File: src/rtl/e200_cmt_perf_mon_if.sv
`default_nettype none
// ============================================================================
// Module   : e200_cmt_perf_mon_if
// Brief    : Commit-stream bus observed by the E200 performance monitor.
// Revision : 1.0
// ============================================================================
interface e200_cmt_perf_mon_if #(
  parameter int unsigned PC_W = 32
);
  logic            cmt_valid;
  logic [PC_W-1:0] cmt_pc;

  modport master (output cmt_valid, output cmt_pc);
  modport slave  (input  cmt_valid, input  cmt_pc);
endinterface
`default_nettype wire

File: src/rtl/e200_cmt_perf_mon.sv
`default_nettype none
// ============================================================================
// Module   : e200_cmt_perf_mon
// Brief    : Commit-stream cycle/instret/watchpoint counters with end-of-test
//            detection on watchpoint 0 and sticky pass/fail sampling.
// Revision : 1.0
// ============================================================================
module e200_cmt_perf_mon #(
  parameter int unsigned PC_W     = 32,
  parameter int unsigned XLEN     = 32,
  parameter int unsigned NUM_WP   = 4,
  parameter int unsigned CNT_W    = 32,
  parameter int unsigned PASS_VAL = 1
) (
  input  logic                     clk,
  input  logic                     rst,
  input  logic                     start,
  input  logic                     clr,
  e200_cmt_perf_mon_if.slave       cmt,
  input  logic [NUM_WP-1:0]        wp_en,
  input  logic [NUM_WP*PC_W-1:0]   wp_addr,
  input  logic [CNT_W-1:0]         end_hits,
  input  logic [XLEN-1:0]          result_val,
  output logic [CNT_W-1:0]         cycle_cnt,
  output logic [CNT_W-1:0]         instret_cnt,
  output logic [NUM_WP*CNT_W-1:0]  wp_hit_cnt,
  output logic [NUM_WP*CNT_W-1:0]  wp_first_cyc,
  output logic [NUM_WP-1:0]        wp_seen,
  output logic                     busy,
  output logic                     done,
  output logic                     pass,
  output logic                     fail
);

  localparam logic [CNT_W-1:0] c_cnt_one = CNT_W'(1);
  localparam logic [XLEN-1:0]  c_pass    = XLEN'(PASS_VAL);

  typedef enum logic [1:0] {
    ST_IDLE = 2'd0,
    ST_RUN  = 2'd1,
    ST_DONE = 2'd2
  } state_t;

  state_t            r_state;
  logic              r_busy;
  logic              r_done;
  logic              r_pass;
  logic              r_fail;
  logic [CNT_W-1:0]  r_cycle_cnt;
  logic [CNT_W-1:0]  r_instret_cnt;

  logic [NUM_WP-1:0] w_hit;
  logic              w_run;
  logic [CNT_W-1:0]  w_hit0_nxt;
  logic              w_end;

  // Counters stick at all-ones instead of wrapping.
  function automatic logic [CNT_W-1:0] sat_inc(input logic [CNT_W-1:0] v);
    return (&v) ? v : v + c_cnt_one;
  endfunction

  assign w_run = (r_state == ST_RUN);

  // Wrapping add is intentional: a saturated count gives 0, which never
  // equals a non-zero end_hits, so end detection stays disabled there.
  assign w_hit0_nxt = wp_hit_cnt[CNT_W-1:0] + c_cnt_one;
  assign w_end      = w_hit[0] && (end_hits != '0) && (w_hit0_nxt == end_hits);

  always_ff @(posedge clk or posedge rst) begin
    if (rst) begin
      r_state <= ST_IDLE;
      r_busy  <= 1'b0;
      r_done  <= 1'b0;
      r_pass  <= 1'b0;
      r_fail  <= 1'b0;
    end else if (clr) begin
      r_state <= ST_IDLE;
      r_busy  <= 1'b0;
      r_done  <= 1'b0;
      r_pass  <= 1'b0;
      r_fail  <= 1'b0;
    end else begin
      case (r_state)
        ST_IDLE: begin
          if (start) begin
            r_state <= ST_RUN;
            r_busy  <= 1'b1;
          end
        end
        ST_RUN: begin
          if (w_end) begin
            r_state <= ST_DONE;
            r_busy  <= 1'b0;
            r_done  <= 1'b1;
            r_pass  <= (result_val == c_pass);
            r_fail  <= (result_val != c_pass);
          end
        end
        ST_DONE: begin
          r_state <= ST_DONE;
        end
        default: begin
          r_state <= ST_IDLE;
          r_busy  <= 1'b0;
          r_done  <= 1'b0;
        end
      endcase
    end
  end

  always_ff @(posedge clk or posedge rst) begin
    if (rst) begin
      r_cycle_cnt   <= '0;
      r_instret_cnt <= '0;
    end else if (clr) begin
      r_cycle_cnt   <= '0;
      r_instret_cnt <= '0;
    end else if (w_run) begin
      r_cycle_cnt <= sat_inc(r_cycle_cnt);
      if (cmt.cmt_valid) begin
        r_instret_cnt <= sat_inc(r_instret_cnt);
      end
    end
  end

  for (genvar gi = 0; gi < NUM_WP; gi++) begin : g_wp
    logic [CNT_W-1:0] r_hit_cnt;
    logic [CNT_W-1:0] r_first_cyc;
    logic             r_seen;

    assign w_hit[gi] = w_run & cmt.cmt_valid & wp_en[gi] &
                       (cmt.cmt_pc == wp_addr[gi*PC_W +: PC_W]);

    always_ff @(posedge clk or posedge rst) begin
      if (rst) begin
        r_hit_cnt   <= '0;
        r_first_cyc <= '0;
        r_seen      <= 1'b0;
      end else if (clr) begin
        r_hit_cnt   <= '0;
        r_first_cyc <= '0;
        r_seen      <= 1'b0;
      end else if (w_hit[gi]) begin
        r_hit_cnt <= sat_inc(r_hit_cnt);
        if (!r_seen) begin
          r_first_cyc <= r_cycle_cnt;
          r_seen      <= 1'b1;
        end
      end
    end

    assign wp_hit_cnt[gi*CNT_W +: CNT_W]   = r_hit_cnt;
    assign wp_first_cyc[gi*CNT_W +: CNT_W] = r_first_cyc;
    assign wp_seen[gi]                     = r_seen;
  end

  assign cycle_cnt   = r_cycle_cnt;
  assign instret_cnt = r_instret_cnt;
  assign busy        = r_busy;
  assign done        = r_done;
  assign pass        = r_pass;
  assign fail        = r_fail;

endmodule
`default_nettype wire

File: src/flat_wrapper.sv
// flat-port wrapper written by rule: the top's interface ports become plain ports
module e200_cmt_perf_mon_flat 
#(
  parameter int unsigned PC_W     = 32,
  parameter int unsigned XLEN     = 32,
  parameter int unsigned NUM_WP   = 4,
  parameter int unsigned CNT_W    = 32,
  parameter int unsigned PASS_VAL = 1
)
  (clk, rst, start, clr, wp_en, wp_addr, end_hits, result_val, cycle_cnt, instret_cnt, wp_hit_cnt, wp_first_cyc, wp_seen, busy, done, pass, fail, cmt_cmt_valid, cmt_cmt_pc);
  e200_cmt_perf_mon_if #(.PC_W(PC_W)) cmt_i ();
  input  logic clk;
  input  logic rst;
  input  logic start;
  input  logic clr;
  input  logic [NUM_WP-1:0] wp_en;
  input  logic [NUM_WP*PC_W-1:0] wp_addr;
  input  logic [CNT_W-1:0] end_hits;
  input  logic [XLEN-1:0] result_val;
  output logic [CNT_W-1:0] cycle_cnt;
  output logic [CNT_W-1:0] instret_cnt;
  output logic [NUM_WP*CNT_W-1:0] wp_hit_cnt;
  output logic [NUM_WP*CNT_W-1:0] wp_first_cyc;
  output logic [NUM_WP-1:0] wp_seen;
  output logic busy;
  output logic done;
  output logic pass;
  output logic fail;
  input wire logic [$bits(cmt_i.cmt_valid)-1:0] cmt_cmt_valid;
  input wire logic [$bits(cmt_i.cmt_pc)-1:0] cmt_cmt_pc;
  assign cmt_i.cmt_valid = cmt_cmt_valid;
  assign cmt_i.cmt_pc = cmt_cmt_pc;
  e200_cmt_perf_mon #(.PC_W(PC_W), .XLEN(XLEN), .NUM_WP(NUM_WP), .CNT_W(CNT_W), .PASS_VAL(PASS_VAL)) u_core (.clk(clk), .rst(rst), .start(start), .clr(clr), .cmt(cmt_i), .wp_en(wp_en), .wp_addr(wp_addr), .end_hits(end_hits), .result_val(result_val), .cycle_cnt(cycle_cnt), .instret_cnt(instret_cnt), .wp_hit_cnt(wp_hit_cnt), .wp_first_cyc(wp_first_cyc), .wp_seen(wp_seen), .busy(busy), .done(done), .pass(pass), .fail(fail));
endmodule
File: config.mk
export PLATFORM = sky130hd
export DESIGN_NAME = e200_cmt_perf_mon_flat
export DESIGN_NICKNAME = d
export VERILOG_FILES = /design/src/rtl/e200_cmt_perf_mon_if.sv /design/src/rtl/e200_cmt_perf_mon.sv /design/src/flat_wrapper.sv
export SDC_FILE = /design/constraint.sdc
export NUM_CORES = 1
export LEC_CHECK = 0
export ABC_CLOCK_PERIOD_IN_PS = 13100
export CORE_AREA = 2 2 220 222
export CTS_BUF_LIST = sky130_fd_sc_hd__clkbuf_4
export DETAILED_ROUTE_END_ITERATION = 12
export DIE_AREA = 0 0 222 224
export GPL_TIMING_DRIVEN = 0
export PLACE_DENSITY_LB_ADDON = 0.15
export SYNTH_ARGS = -nofsm -noshare
export SYNTH_HDL_FRONTEND = slang
export SYNTH_SLANG_ARGS = --single-unit
File: constraint.sdc
create_clock -name clk -period 13.1 [get_ports clk]
set_clock_uncertainty 0.1 [all_clocks]
set_input_delay 2.62 -clock clk [delete_from_list [all_inputs] [get_ports clk]]
set_output_delay 2.62 -clock clk [all_outputs]
set_load 0.05 [all_outputs]
# After elaboration in Yosys (flattened, before gate mapping)
# Cells that the tools add are included.
word_totals:
  ff_bits: 330
  in_bits: 233
  out_inout_bits: 328
  elab_cells: 145
classes:
  n_addsub: 6
  eq_ne: 23
  mux: 56
  bitwise_logic: 9
  n_reduce_logical: 32
ops:
  columns: ["cell", "count"]
  rows:
  - ["$mux 32", 31]
  - ["$add 32x1->32 const B", 6]
  - ["$reduce_and 32->1", 6]
  - ["$eq 32x32->1", 5]
  - ["$eq 32x1->1 const B", 1]
  - ["$ne 32x1->1 const B", 1]
  - ["$reduce_bool 32->1", 1]
  - ["$reduce_and 2->1", 12]
  - ["$ne 2x2->1 const B", 11]
  - ["$mux 1", 19]
  - ["$reduce_bool 2->1", 7]
  - ["$and 1x1->1", 9]
  - ["$mux 2", 3]
  - ["$ne 3x3->1 const B", 2]
  - ["$pmux 2 s3", 1]
  - ["$reduce_and 3->1", 2]
  - ["$pmux 1 s3", 1]
  - ["$eq 2x1->1 const B", 1]
  - ["$eq 2x2->1 const B", 1]
  - ["$logic_and 1x1->1", 2]
  - ["$logic_not 2->1", 1]
  - ["$ne 2x1->1 const B", 1]
  - ["$pmux 1 s2", 1]
  - ["$reduce_or 2->1", 1]

# Depth between registers and ports, before layout
logic_depth:
  depth_word: 9
  ltp_mapped: 14
  mapped_depth_nobuf: 10

# Worst setup path after synthesis
# OpenSTA, ideal clock, no wires.
synth_path:
  path_kind: "in2reg"
  from: "input port end_hits[12]"
  to: "register u_core.r_fail (netlist: u_core.fail)"
  setup_time_ps: 78
  t_arrival_ps: 4885
  required_time_ps: 12922
  path_slack_ps: 8037
  path_stages: 8
  path_buffers: 0
  path_cell_list: "xnor2_1 -> xnor2_1 -> a22oi_1 -> o22a_1 -> or4_4 -> or3_4 -> or4_1 -> a21oi_1"
synth_via:
  elab_chain_cells: 5
synth_rtl:
  columns: ["element", "line_no", "text"]
  rows:
  - ["start, declared", "flat_wrapper.sv:18", "input logic [CNT_W-1:0] end_hits;"]
  - ["$reduce_bool 32->1", "e200_cmt_perf_mon.sv:67", "assign w_end = w_hit[0] && (end_hits != '0) && (w_hit0_nxt == end_hits);"]
  - ["$logic_and 1x1->1", "e200_cmt_perf_mon.sv:67", null]
  - ["$logic_and 1x1->1 *", "e200_cmt_perf_mon.sv:67", null]
  - ["$reduce_bool 2->1 (no line) *", null, null]
  - ["$reduce_and 2->1 (no line) *", null, null]
  - ["end signal, assigned", "e200_cmt_perf_mon.sv:96", "r_fail <= (result_val != c_pass);"]
  - ["end, declared", "e200_cmt_perf_mon.sv:48", "logic r_fail;"]
# Mark *: on every way between the ends. The rest lies on a longest branch, timed or not.
# A chain may end at the register's enable or synchronous reset.

# Final worst setup path
layout_path:
  from: "input port cmt_cmt_pc[19]"
  to: "register u_core.g_wp[2].r_hit_cnt[28]"
layout_via:
  elab_chain_cells: 4
layout_rtl:
  columns: ["element", "line_no", "text"]
  rows:
  - ["start, declared", "flat_wrapper.sv:30", "input wire logic [$bits(cmt_i.cmt_pc)-1:0] cmt_cmt_pc;"]
  - ["$eq 32x32->1", "e200_cmt_perf_mon.sv:132", "(cmt.cmt_pc == wp_addr[gi*PC_W +: PC_W]);"]
  - ["$and 1x1->1", "e200_cmt_perf_mon.sv:131", "assign w_hit[gi] = w_run & cmt.cmt_valid & wp_en[gi] &"]
  - ["$reduce_bool 2->1 (no line)", null, null]
  - ["$reduce_and 2->1 (no line)", null, null]
  - ["end signal, assigned", "e200_cmt_perf_mon.sv:144", "r_hit_cnt <= sat_inc(r_hit_cnt);"]
  - ["end, declared", "e200_cmt_perf_mon.sv:127", "logic [CNT_W-1:0] r_hit_cnt;"]
# Every way passes these cells.

==> impl_metrics.tcl <==
set metrics [dict create \
    yosysSeqAreaShare 0.4418 \
    cts_buffer_depth 3 \
    antenna_left 0 \
    rows 80 \
    r2r_slack_ns 8.60 \
    slew_violations 2 \
    status "complete, but fails checks" \
    gp_congestion 0.9602 \
    critPathLaunch "cmt_cmt_pc[19]" \
    grt_pass1_wl_um 120800 \
    grtUsageMet2 0.5557 \
    post_dp_cell_area_um2 25160 \
    drc_errors 0 \
    max_stage_delay_ns 1.05 \
    cts_hold_buffers 0 \
    p_leak_uw 0.01001 \
    clock-sinks 330 \
    die_x_um 222 \
    syn_inst 2093 \
    drtIter0Drc 1489 \
    powerDensity_nw_per_um2 86.86 \
    cp.buffers_inverters 2 \
    synth_ff_type "dfrtp_1" \
    peakVddDrop_mv 0.04944 \
    slew_headroom -0.01011 \
    fmax_mhz 162.3 \
    syn_avg_cell_area_um2 8.930 \
    ios 561 \
    synthesis.nets 2335 \
    crit_arrival_ns 6.72 \
    io_buffers 560 \
    tightest_slew_ns 1.501 \
    syn_area_um2 18690 \
    grt_remaining_overflow 0 \
    clk_latency_ns 0.81 \
    violations "max-capacitance violations, max-slew violations" \
    path_delay_family "simple AND/OR/NAND/NOR gates" \
    holdCritPathClass "reg2reg" \
    grt_pass1_vias 19150 \
    die-area_um2 49730 \
    rsz0062_at_grt "false" \
    slowest_stage "nor4_2" \
    cts-buffers-inserted 90 \
    synthToLayoutAreaGrowth_pct 40.78 \
    finalCriticalPeriod_ns 6.160 \
    crit_end "u_core.g_wp[2].r_hit_cnt[28]" \
    synth-async-reset-ratio 1.000 \
    root_buffer "clkbuf_4" \
    h-tree-depth 3 \
    top_usage_layer "met2" \
    wire_per_inst_um 23.71 \
    crit_required_ns 13.66 \
    drtPass1Iterations 5 \
    fin_nets 2991 \
    die_y_um 224 \
    finalSetupTns_ns 0 \
    met3_usage 0.06348 \
    vias 19010 \
    path_cells "clkdlybuf4s50_1 > xor2_1 > nor4_1 > nand4_1 > nor4_2 > o21ai_1 > clkbuf_1 > nor3_1 > xnor2_1 > nor2_1" \
    start_util 0.3948 \
    r2r-end "u_core.g_wp[1].r_first_cyc[21]" \
    post-route-period-util 0.4702 \
    hold_violations 0 \
    layout-drive-gt1-share 0.06721 \
    finalWirelength_um 81360 \
    cp-start-kind "input port" \
    cts_resized 0 \
    netlist-cell-type-count 75 \
    cts_setup_buffers 0 \
    setup_viol_count_final 0 \
    final_cell_area_um2 26310 \
    path_clk_slew_ns 0.06 \
    cp_max_fo 10 \
    drv_cap 1 \
    worstRegToRegCells 12 \
    grt_max_degree 126 \
    track_usage 0.3229 \
    cts_tree "built" \
    yosysWarnings 0 \
    core_area_um2 47350 \
    vias_per_cell 5.538 \
    r2r-start "u_core.r_state[1]" \
    antenna_found_initial 2 \
    cp-end-kind "flop" \
    crit_cells 10 \
    grt_util_met1 0.3888 \
    crit_type "in2reg" \
    hpwlAfterDp_um 64500 \
    synth-edff-count 0 \
    ys_seq_elements 330 \
]
synth_stat cells (all sizes together) (3+ instances only):
cell type / instances / share of area
xnor2: 207 / 0.097
nand3b: 4 / 0.0016
nor3b: 7 / 0.0028
nor2: 255 / 0.051
nor4b: 8 / 0.0037
and3: 22 / 0.0074
nor4: 62 / 0.022
nand2b: 8 / 0.0027
ha: 9 / 0.0060
inv: 47 / 0.0094
mux2i: 70 / 0.037
or2: 10 / 0.0033
nand2: 227 / 0.046
and2: 5 / 0.0017
a31oi: 3 / 0.0010
nand4: 79 / 0.028
o211ai: 4 / 0.0016
or4: 16 / 0.0066
o21ai: 69 / 0.018
dfrtp: 330 / 0.44
clkbuf: 99 / 0.021
a21oi: 147 / 0.039
or3: 78 / 0.027
buf: 16 / 0.0062
a21o: 3 / 0.0012
o2111ai: 3 / 0.0014
nand3: 77 / 0.021
nor2b: 5 / 0.0017
xor2: 85 / 0.040
nor3: 69 / 0.019
and4: 26 / 0.012
a211oi: 3 / 0.0012
power breakdown:
group	leakage [uW]	internal, uW	switching (uW)
Combinational	0.00473	127	173
Sequential	0.00461	1020	8.49
Clock	0.000669	493	460
Total	0.0100	1640	641
sequential cells by signal, summed over array words and instances, names as in the netlist, 2 cells and up:
name,flops
u_core.cycle_cnt,32
u_core.g_wp.r_seen,4
u_core.g_wp.r_first_cyc,128
u_core.r_state,2
u_core.g_wp.r_hit_cnt,128
u_core.instret_cnt,32
metal layers:
metal / share of wire / vias up
met4: 0.051 / 0
met1: 0.40 / 9377
met3: 0.061 / 163
met2: 0.49 / 801
met5: 0 / -
li1: - / 8665
cells in the final DEF, fill, tap and decap left out, types with 4 or more instances in the layout:
master and instances:
o21ai_0 68, clkdlybuf4s50_1 560, clkbuf_1 96, nor4b_1 8, xnor2_1 207, buf_4 10
dfrtp_1 330, clkinv_1 17, nand3_1 76, ha_1 9, and3_1 22, buf_2 4
o211ai_1 4, nor4_1 59, a21oi_1 147, mux2i_1 70, or4_1 15, nand3b_1 4
and2_1 5, nand2_1 227, clkbuf_4 130, inv_1 46, nand4_1 77, nor3b_1 7
xor2_1 85, nand2b_1 8, or3_1 75, nor2_1 255, nor2b_1 5, and4_1 25
nor3_1 68, or2_2 10, diode_2 5
metrics by stage:
stage / hold WS, ns / std cells / utilization / setup slack, ns / power [uW]
finish: 0.4158 / 3432 / 0.5558 / 6.940 / 2286
global route: 0.4436 / 3430 / 0.5557 / 6.876 / 2384
CTS: 0.4218 / 3427 / 0.5554 / 6.604 / 2309
detailed placement: 0.4118 / 3272 / 0.5314 / 5.708 / 1352
global placement: 0.4050 / 3268 / 0.5294 / -3.120 / 1348
floorplan: 0.3809 / 2093 / - / 1.240 / 1189
worst reg2reg max path: cells and delay by family (launching register included):
family,cells,cell delay [ns]
buffers and inverters,4,1.49
AND/OR/NAND/NOR,6,1.92
flip-flops,1,0.39
multiplexers,1,0.27
adder cells (fa/ha/maj),1,0.15
area by class of cell:
cell class | instances | area (um^2)
fillers | 4476 | 21030
multi-input cells | 1600 | 9752
flip-flops and latches | 330 | 8258
repair buffers | 564 | 5693
clock buffers | 130 | 975.9
well taps | 615 | 769.5
plain buffers | 116 | 510.5
inverters | 47 | 183.9
clock inverters | 25 | 157.7
diodes | 5 | 12.51
cell families (layout without fill, tap and decap cells):
group,Yosys count,after routing,share of synthesized area
AND/OR/NAND/NOR,966,966,0.2618
flip-flops,330,330,0.4418
adder cells (fa/ha/maj),9,9,0.006025
AO/OA/AOI/OAI,261,261,0.07806
multiplexers,72,72,0.03869
buffers and inverters,163,882,0.03675
XOR/XNOR,292,292,0.1368
other,0,5,0
how the worst min path moves through the flow:
stage / startpoint / endpoint / depth (start not counted)
finish: u_core.g_wp[2].r_first_cyc[27] / u_core.g_wp[2].r_first_cyc[27] / 2
CTS: u_core.g_wp[2].r_first_cyc[8] / u_core.g_wp[2].r_first_cyc[8] / 2
global route: u_core.g_wp[0].r_first_cyc[20] / u_core.g_wp[0].r_first_cyc[20] / 2
detailed placement: u_core.g_wp[3].r_first_cyc[22] / u_core.g_wp[3].r_first_cyc[22] / 2
global placement: u_core.g_wp[1].r_first_cyc[0] / u_core.g_wp[1].r_first_cyc[0] / 2
floorplan: u_core.g_wp[3].r_seen / u_core.g_wp[3].r_seen / 2
No activity file was read; power rests on OpenSTA's default activity.
